### config.mk
export PLATFORM = sky130hd
export DESIGN_NAME = muldiv_seq_flat
export DESIGN_NICKNAME = d
export VERILOG_FILES = /design/src/rtl/muldiv_if.sv /design/src/rtl/muldiv_seq.sv /design/src/flat_wrapper.sv
export SDC_FILE = /design/constraint.sdc
export NUM_CORES = 1
export LEC_CHECK = 0
export BUFFER_PORTS_ARGS = -buffer_cell sky130_fd_sc_hd__buf_2
export CAP_MARGIN = 20
export CORE_ASPECT_RATIO = 1.75
export CORE_MARGIN = 5
export CORE_UTILIZATION = 55
export CTS_CLUSTER_DIAMETER = 100
export DETAILED_ROUTE_END_ITERATION = 16
export HOLD_SLACK_MARGIN = 0.02
export PLACE_DENSITY = 0.76
export SETUP_SLACK_MARGIN = 0.3
export SLEW_MARGIN = 40
export SYNTH_ARGS = -nofsm -noshare
export SYNTH_HDL_FRONTEND = slang
export SYNTH_SLANG_ARGS = --single-unit
export TNS_END_PERCENT = 50
### constraint.sdc
create_clock -name clk -period 6.47 [get_ports clk]
set_clock_uncertainty 0.2 [all_clocks]
set_input_delay 0.647 -clock clk [delete_from_list [all_inputs] [get_ports clk]]
set_output_delay 0.647 -clock clk [all_outputs]
set_load 0.1 [all_outputs]
### src/rtl/muldiv_if.sv
// Handshake bundle between execute stage and the iterative mul/div sequencer.
// Master issues M-extension ops; slave reports busy/done/result.
interface muldiv_if #(
  parameter int XLEN = 32
);
  logic            start;
  logic [2:0]      funct3;
  logic [XLEN-1:0] a;
  logic [XLEN-1:0] b;
  logic            flush;
  logic            busy;
  logic            done;
  logic [XLEN-1:0] result;

  modport master (
    output start, funct3, a, b, flush,
    input  busy, done, result
  );

  modport slave (
    input  start, funct3, a, b, flush,
    output busy, done, result
  );
endinterface

### src/rtl/muldiv_seq.sv
// Iterative RV32M mul/div sequencer: 32-step shift-add / restoring divide.
// Optional MULDIV_FASTPATH_EN short-circuits div-by-zero, overflow, mul-by-zero.
module muldiv_seq #(
  parameter int XLEN  = 32,
  parameter int CNT_W = 5
) (
  input  logic     clk,
  input  logic     reset,
  muldiv_if.slave  bus
);

  typedef enum logic [2:0] {
    IDLE, PREP, ITER, FIX, DONE
  } state_t;

  localparam logic [CNT_W-1:0] LAST = CNT_W'(XLEN - 1);

  state_t state_q, state_d;

  logic [2:0]        op;
  logic [XLEN-1:0]   ar, br, dv;
  logic [2*XLEN-1:0] acc;
  logic              neg_q, neg_r;
  logic [CNT_W-1:0]  cnt;
  logic [XLEN-1:0]   res_q;
  logic              busy_q, done_q;

  logic              is_div;
  logic              a_sgn, b_sgn;
  logic              sa, sb;
  logic [XLEN-1:0]   ua, ub;
  logic [XLEN:0]     madd;
  logic [2*XLEN-1:0] mul_nxt;
  logic [XLEN:0]     rem33;
  logic [XLEN+1:0]   diff;
  logic [2*XLEN-1:0] div_nxt;
  logic [2*XLEN-1:0] prod_neg;
  logic [XLEN-1:0]   hi, quo, rmd;
  logic [XLEN-1:0]   fix_res;
  logic              fast_hit;
  logic [XLEN-1:0]   fast_res;

  assign is_div = op[2];
  assign a_sgn  = (op == 3'b001) || (op == 3'b010)
               || (op == 3'b100) || (op == 3'b110);
  assign b_sgn  = (op == 3'b001) || (op == 3'b100)
               || (op == 3'b110);
  assign sa     = a_sgn & ar[XLEN-1];
  assign sb     = b_sgn & br[XLEN-1];
  assign ua     = sa ? -ar : ar;
  assign ub     = sb ? -br : br;

  assign madd    = {1'b0, acc[2*XLEN-1:XLEN]}
                 + (acc[0] ? {1'b0, dv} : '0);
  assign mul_nxt = {madd, acc[XLEN-1:1]};

  // Remainder after the left shift can need XLEN+1 bits.
  assign rem33   = acc[2*XLEN-1:XLEN-1];
  assign diff    = {1'b0, rem33} - {2'b00, dv};
  assign div_nxt = diff[XLEN+1]
                 ? {acc[2*XLEN-2:0], 1'b0}
                 : {diff[XLEN-1:0], acc[XLEN-2:0], 1'b1};

  assign prod_neg = -acc;
  assign hi  = neg_q ? prod_neg[2*XLEN-1:XLEN]
                     : acc[2*XLEN-1:XLEN];
  assign quo = (neg_q && br != '0) ? -acc[XLEN-1:0]
                                   : acc[XLEN-1:0];
  assign rmd = neg_r ? -acc[2*XLEN-1:XLEN]
                     : acc[2*XLEN-1:XLEN];

  always_comb begin
    fix_res = '0;
    unique case (1'b1)
      (op == 3'b000):             fix_res = acc[XLEN-1:0];
      (!op[2] && op[1:0] != 0):   fix_res = hi;
      (op[2] && !op[1]):          fix_res = quo;
      (op[2] && op[1]):           fix_res = rmd;
      default:                    fix_res = '0;
    endcase
  end

`ifdef MULDIV_FASTPATH_EN
  logic ovf;
  assign ovf = (op == 3'b100 || op == 3'b110)
            && ar == {1'b1, {(XLEN-1){1'b0}}}
            && br == '1;

  always_comb begin
    fast_hit = 1'b0;
    fast_res = '0;
    unique case (1'b1)
      (is_div && br == '0): begin
        fast_hit = 1'b1;
        fast_res = op[1] ? ar : '1;
      end
      (is_div && br != '0 && ovf): begin
        fast_hit = 1'b1;
        fast_res = op[1] ? '0 : ar;
      end
      (!is_div && (ar == '0 || br == '0)): begin
        fast_hit = 1'b1;
        fast_res = '0;
      end
      default: ;
    endcase
  end
`else
  assign fast_hit = 1'b0;
  assign fast_res = '0;
`endif

  always_ff @(posedge clk or posedge reset) begin
    if (reset) state_q <= IDLE;
    else       state_q <= state_d;
  end

  always_comb begin
    state_d = state_q;
    unique case (state_q)
      IDLE: if (bus.start) state_d = PREP;
      PREP: state_d = fast_hit ? DONE : ITER;
      ITER: if (cnt == LAST) state_d = FIX;
      FIX:  state_d = DONE;
      DONE: state_d = IDLE;
      default: state_d = IDLE;
    endcase
    if (bus.flush) state_d = IDLE;
  end

  always_ff @(posedge clk or posedge reset) begin
    if (reset) begin
      op    <= '0;
      ar    <= '0;
      br    <= '0;
      dv    <= '0;
      acc   <= '0;
      neg_q <= 1'b0;
      neg_r <= 1'b0;
      cnt   <= '0;
      res_q <= '0;
    end else if (!bus.flush) begin
      unique case (state_q)
        IDLE: if (bus.start) begin
          op <= bus.funct3;
          ar <= bus.a;
          br <= bus.b;
        end
        PREP: begin
          neg_q <= sa ^ sb;
          neg_r <= sa;
          acc   <= {{XLEN{1'b0}}, ua};
          dv    <= ub;
          cnt   <= '0;
          if (fast_hit) res_q <= fast_res;
        end
        ITER: begin
          acc <= is_div ? div_nxt : mul_nxt;
          if (cnt != LAST) cnt <= cnt + CNT_W'(1);
        end
        FIX:  res_q <= fix_res;
        default: ;
      endcase
    end
  end

  // Status is registered, so done lands one edge after the DONE state.
  always_ff @(posedge clk or posedge reset) begin
    if (reset) begin
      busy_q <= 1'b0;
      done_q <= 1'b0;
    end else begin
      busy_q <= !bus.flush && (state_q != IDLE || bus.start);
      done_q <= !bus.flush && state_q == DONE;
    end
  end

  assign bus.busy   = busy_q;
  assign bus.done   = done_q;
  assign bus.result = res_q;

endmodule

### src/flat_wrapper.sv
// flat-port wrapper written by rule: the top's interface ports become plain ports
module muldiv_seq_flat 
#(
  parameter int XLEN  = 32,
  parameter int CNT_W = 5
)
  (clk, reset, bus_start, bus_funct3, bus_a, bus_b, bus_flush, bus_busy, bus_done, bus_result);
  muldiv_if #(.XLEN(XLEN)) bus_i ();
  input  logic clk;
  input  logic reset;
  input wire logic [$bits(bus_i.start)-1:0] bus_start;
  input wire logic [$bits(bus_i.funct3)-1:0] bus_funct3;
  input wire logic [$bits(bus_i.a)-1:0] bus_a;
  input wire logic [$bits(bus_i.b)-1:0] bus_b;
  input wire logic [$bits(bus_i.flush)-1:0] bus_flush;
  output wire logic [$bits(bus_i.busy)-1:0] bus_busy;
  output wire logic [$bits(bus_i.done)-1:0] bus_done;
  output wire logic [$bits(bus_i.result)-1:0] bus_result;
  assign bus_i.start = bus_start;
  assign bus_i.funct3 = bus_funct3;
  assign bus_i.a = bus_a;
  assign bus_i.b = bus_b;
  assign bus_i.flush = bus_flush;
  assign bus_busy = bus_i.busy;
  assign bus_done = bus_i.done;
  assign bus_result = bus_i.result;
  muldiv_seq #(.XLEN(XLEN), .CNT_W(CNT_W)) u_core (.clk(clk), .reset(reset), .bus(bus_i));
endmodule
Word level (Yosys, flattened, before mapping)
Index checks and enable logic that the tools add are counted.
{ "classes": {"add_sub_neg": 8, "n_eq_ne": 13, "n_mux": 16, "n_bitwise": 4, "n_reduce_logical": 27} }
{ "op_table": {"columns": ["op", "n"], "rows": [
  ["32-bit 2-to-1 mux", 6],
  ["64-bit 2-to-1 mux", 2],
  ["32-bit negation", 4],
  ["32-bit case mux with 4 select lines", 1],
  ["64-bit case mux with 2 select lines", 1],
  ["64-bit negation", 1],
  ["33-bit by 32-bit subtractor with 34-bit output", 1],
  ["32-bit by 33-bit adder with 33-bit output", 1],
  ["32-bit nonzero test", 1],
  ["3-bit case mux with 4 select lines", 1],
  ["5-bit case mux with 2 select lines", 1],
  ["3-bit by 2-bit == test with 1-bit output, second input constant", 3],
  ["3-bit == test, second input constant", 3],
  ["3-bit 2-to-1 mux", 3],
  ["2-bit AND reduction", 4],
  ["3-bit by 1-bit == test with 1-bit output, second input constant", 2],
  ["1-bit logical AND", 6],
  ["3-bit logical NOT", 2],
  ["1-bit logical OR", 6],
  ["3-bit AND reduction", 2],
  ["5-bit by 1-bit adder with 5-bit output, second input constant", 1],
  ["5-bit == test, second input constant", 1],
  ["5-bit 2-to-1 mux", 1],
  ["5-bit != test, second input constant", 1],
  ["other kinds (9)", 13]
]} }
{ "totals": {"regBits": 207, "out_inout_bits": 34} }

Depth between registers and ports, before layout
{ "depth": {"depth_word": 7, "ltp_mapped": 14, "mapped_depth_nobuf": 13} }

Worst setup path after synthesis
OpenSTA, ideal clock, no wires.
{ "synth_timing": {"path_type": "register to register", "startpoint": "register u_core.acc[0]", "endpoint": "register u_core.acc[61]", "arrival_ns": 3.243, "setup_slack_ns": 2.901, "stages_incl_launch_ff": 14, "n_path_buf": 1, "synth_period_minus_slack_ns": 3.569, "cell_sequence": "dfrtp_1 -> clkinv_1 -> clkbuf_1 -> nor2_1 -> ha_1 -> a21o_1 -> a211o_1 -> o21ai_0 -> o21ai_0 -> a2111o_1 -> a31oi_1 -> o21a_1 -> mux2_2 -> a221o_1"} }
{ "synth_between": {"elab_chain_cells": 4} }
{ "synth_rtl": {"columns": ["element", "line_no", "source"], "rows": [
  ["from (decl)", "muldiv_seq.sv:22", "logic [2*XLEN-1:0] acc;"],
  ["from (signal assigned)", "muldiv_seq.sv:152", "acc <= {{XLEN{1'b0}}, ua};"],
  ["from (signal assigned)", "muldiv_seq.sv:158", "acc <= is_div ? div_nxt : mul_nxt;"],
  ["32-bit 2-to-1 mux", "muldiv_seq.sv:54", "+ (acc[0] ? {1'b0, dv} : '0);"],
  ["32-bit by 33-bit adder with 33-bit output", "muldiv_seq.sv:54", null],
  ["64-bit 2-to-1 mux", "muldiv_seq.sv:158", null],
  ["64-bit case mux with 2 select lines", "muldiv_seq.sv:143", "unique case (state_q)"]
]} }
Every way passes these cells.
A chain may end at the register's enable or synchronous reset.

Final worst setup path
Ends and elaborated chain as after synthesis.

==> flow_metrics.tcl <==
set metrics [dict create \
    grt_usage_pct 31.55 \
    status "finished clean" \
    finalHoldViolations 0 \
    wl_per_cell_um 22.33 \
    antenna_left 0 \
    cts_buffer_depth 3 \
    crit_required_ns 6.69 \
    path_class "flop to flop" \
    hold_start "bus_a[1]" \
    die_area_mm2 0.03353 \
    end_kind "flop" \
    arrival_ns 4.38 \
    min_to "u_core.ar[1]" \
    first_global_vias 15690 \
    dp_hpwl_mm 41.28 \
    relSlewSlack_pct 42.19 \
    port_buffers 104 \
    grt-ovfl-total 0 \
    initial_utilization_pct 55.83 \
    final_max_slew_viol_count 0 \
    htree_levels 1 \
    min_period_ns 4.158 \
    grt_pass1_wl_mm 84.95 \
    dieWidth_um 140.6 \
    ios 105 \
    place_congestion 1.045 \
    worstHoldPathCells 2 \
    antenna_found_initial 0 \
    p_leak_nw 7.860 \
    synth_top_flop_cell "dfrtp_1" \
    rrSetupSlack_ns 2.31 \
    power_w 0.01020 \
    num-fill-cells 2601 \
    hold_ws_ns 0.1353 \
    clk_pin_slew_ns 0.06 \
    clk_latency_ns 0.54 \
    drive_gt1_share_pct 13.53 \
    finalNonFillerCells 2430 \
    drc_errors 0 \
    synth_seq_area_share_pct 31.57 \
    crit-reg2reg-launch "u_core.acc[0]" \
    clock.fmax_ghz 0.2405 \
    cts_tree "yes" \
    regArea_mm2 0.005181 \
    diodes 0 \
    cts.sinks 207 \
    drtPass1Iterations 5 \
    hold_path.class "primary input to flop" \
    syn_avg_cell_area_um2 8.172 \
    yosysWarnings 0 \
    reg2reg_depth 13 \
    fp.coreArea_mm2 0.02939 \
    setup_violations 0 \
    drt-total-wl_mm 54.26 \
    nets 2176 \
    cp-start-kind "flop" \
    syn_area_mm2 0.01641 \
    vias 15750 \
    grt_max_degree 80 \
    cts-root-buf "clkbuf_16" \
    timing.rr.end "u_core.acc[61]" \
    async_flop_share_pct 100.0 \
    vdd.ir_drop.worst_v 0.0004370 \
    crit_fanout 35 \
    ys_ff_latch 207 \
    syn_nets 2151 \
    cap_violations 0 \
    placedCellCount 2390 \
    multi_input_area_mm2 0.01050 \
    grt_setup_unrepaired "false" \
    rows 83 \
    worst-slew-pin-transition_ns 0.8649 \
    syn_to_final_growth_pct 9.401 \
    die_h_um 238.5 \
    post-route-period-util_pct 64.27 \
    syn_inst 2008 \
    fin_tns_setup_ns 0 \
    cts_made_buffers 22 \
    synth_edf_count 0 \
    dr.first_iter.drc_count 1058 \
    viasPerCell 6.483 \
    p_per_area_mw_per_mm2 568.3 \
    yosysUniqueCellTypes 86 \
]
==> what timing repair did <==
item / CTS / global route
hold buffers: 1 / 0
resized for setup: 0 / 0
setup buffers: 0 / 0
hold endpoints to repair: 24 / 0
==> synthesized netlist by cell type (18+ instances only) <==
master    count  area share, %
ha_1         70            5.3
o21a_1       18           0.82
o21ai_0     213            6.5
xor2_1       74            3.9
nand2b_1     21           0.80
mux2_2       70            4.8
dfrtp_1     207             32
a21oi_1     147            4.5
nand3_1      48            1.5
a221oi_1     18           0.96
clkbuf_1    118            2.7
a31oi_1      24           0.91
mux2i_1      42            2.6
nor2_1      173            4.0
o31ai_1      21           0.96
nor3_1       45            1.4
o211ai_1     22            1.0
a21o_1       33            1.5
xnor2_1      74            3.9
inv_1        61            1.4
nor4_1       18           0.69
or3_1        23           0.88
nand2_1     210            4.8
==> metal layers <==
layer  vias up  share of wire, %  GRT usage, %
met4         0               8.2         22.27
met3       244               4.8         3.323
met5         -                 0             0
met2       633                53         59.08
li1       7342                 -             -
met1      7535                34         32.16
==> power by group <==
part | total [W] | leakage (nW) | switching [W] | internal [W]
sequential | 0.00261 | 2.57 | 0.000849 | 0.00176
clock | 0.00138 | 0.371 | 0.000572 | 0.000805
combinational | 0.00622 | 4.92 | 0.00399 | 0.00223
total | 0.0102 | 7.86 | 0.00541 | 0.00479
==> area by class of cell <==
cell class / instances / share of cell area (%)
multi-input combinational: 1602 / 58.46
sequential: 207 / 28.86
timing repair buffer: 135 / 4.321
clock buffer: 29 / 3.492
tap: 382 / 2.662
inverter: 65 / 1.380
clock inverter: 10 / 0.8224
==> logic make-up after synthesis <==
kind of cell             share of synthesized area [%]
adder cells (fa/ha/maj)                          5.581
multiplexers                                     7.366
XOR/XNOR                                         7.899
AO/OA/AOI/OAI                                    24.26
buffers and inverters                            4.682
flip-flops                                       31.57
AND/OR/NAND/NOR                                  18.64
==> metrics by stage <==
stage          setup WS (ns)  cell area (um2)  utilization, %
5_1_grt                2.049            17950           61.08
2_1_floorplan          2.901            16410               -
3_3_place_gp           2.259            17130           58.29
4_1_cts                2.297            17950           61.07
6_report               2.312            17950           61.08
3_5_place_dp           2.341            17160           58.40
==> state kept, by name, summed over array words and instances, names as in the netlist <==
name / count
u_core.cnt: 5
u_core.dv: 32
u_core.acc: 64
u_core.neg_q: 1
u_core.ar: 32
u_core.br: 32
u_core.bus.busy: 1
u_core.bus.result: 32
u_core.op: 3
u_core.state_q: 3
u_core.neg_r: 1
u_core.bus.done: 1
==> critical path, stage by stage (launching register included) <==
cell and delay [ns]:
dfrtp_1 0.45, clkinv_1 0.07, buf_4 0.38, nor2_1 0.08, ha_1 0.35, a21o_1 0.20, a211o_1 0.22, o21ai_0 0.29
o21ai_0 0.39, a2111o_1 0.50, a31oi_1 0.17, o21a_1 0.15, mux2_2 0.32, a221o_1 0.25
==> layout by cell type (no fill, tap or decap), types with 10 or more instances in the layout <==
master and count:
a211oi_1 13, a21o_1 33, a21oi_1 147, a221oi_1 18
a22oi_1 14, a31oi_1 24, and3_1 10, buf_2 104
buf_4 27, clkbuf_16 22, dfrtp_1 206, ha_1 70
inv_1 60, mux2_2 70, mux2i_1 42, nand2_1 210
nand2b_1 21, nand3_1 47, nand4_1 13, nor2_1 172
nor2b_1 14, nor3_1 44, nor4_1 17, o211ai_1 22
o21a_1 18, o21ai_0 213, o221ai_1 14, o311ai_0 10
o31ai_1 21, o41ai_1 11, or3_1 23, xnor2_1 74
xor2_1 74
==> worst max path at each step <==
| stage | slack [ns] | depth (start not counted) | endpoint | start |
|---|---|---|---|---|
| 2_1_floorplan | 2.90 | 13 | u_core.acc[61] | u_core.acc[0] |
| 3_3_place_gp | 2.26 | 13 | u_core.acc[62] | u_core.acc[0] |
| 3_5_place_dp | 2.34 | 13 | u_core.acc[61] | u_core.acc[0] |
| 4_1_cts | 2.30 | 13 | u_core.acc[61] | u_core.acc[0] |
| 5_1_grt | 2.05 | 13 | u_core.acc[61] | u_core.acc[0] |
| 6_report | 2.31 | 13 | u_core.acc[61] | u_core.acc[0] |
(Power assumes the default switching activity.)
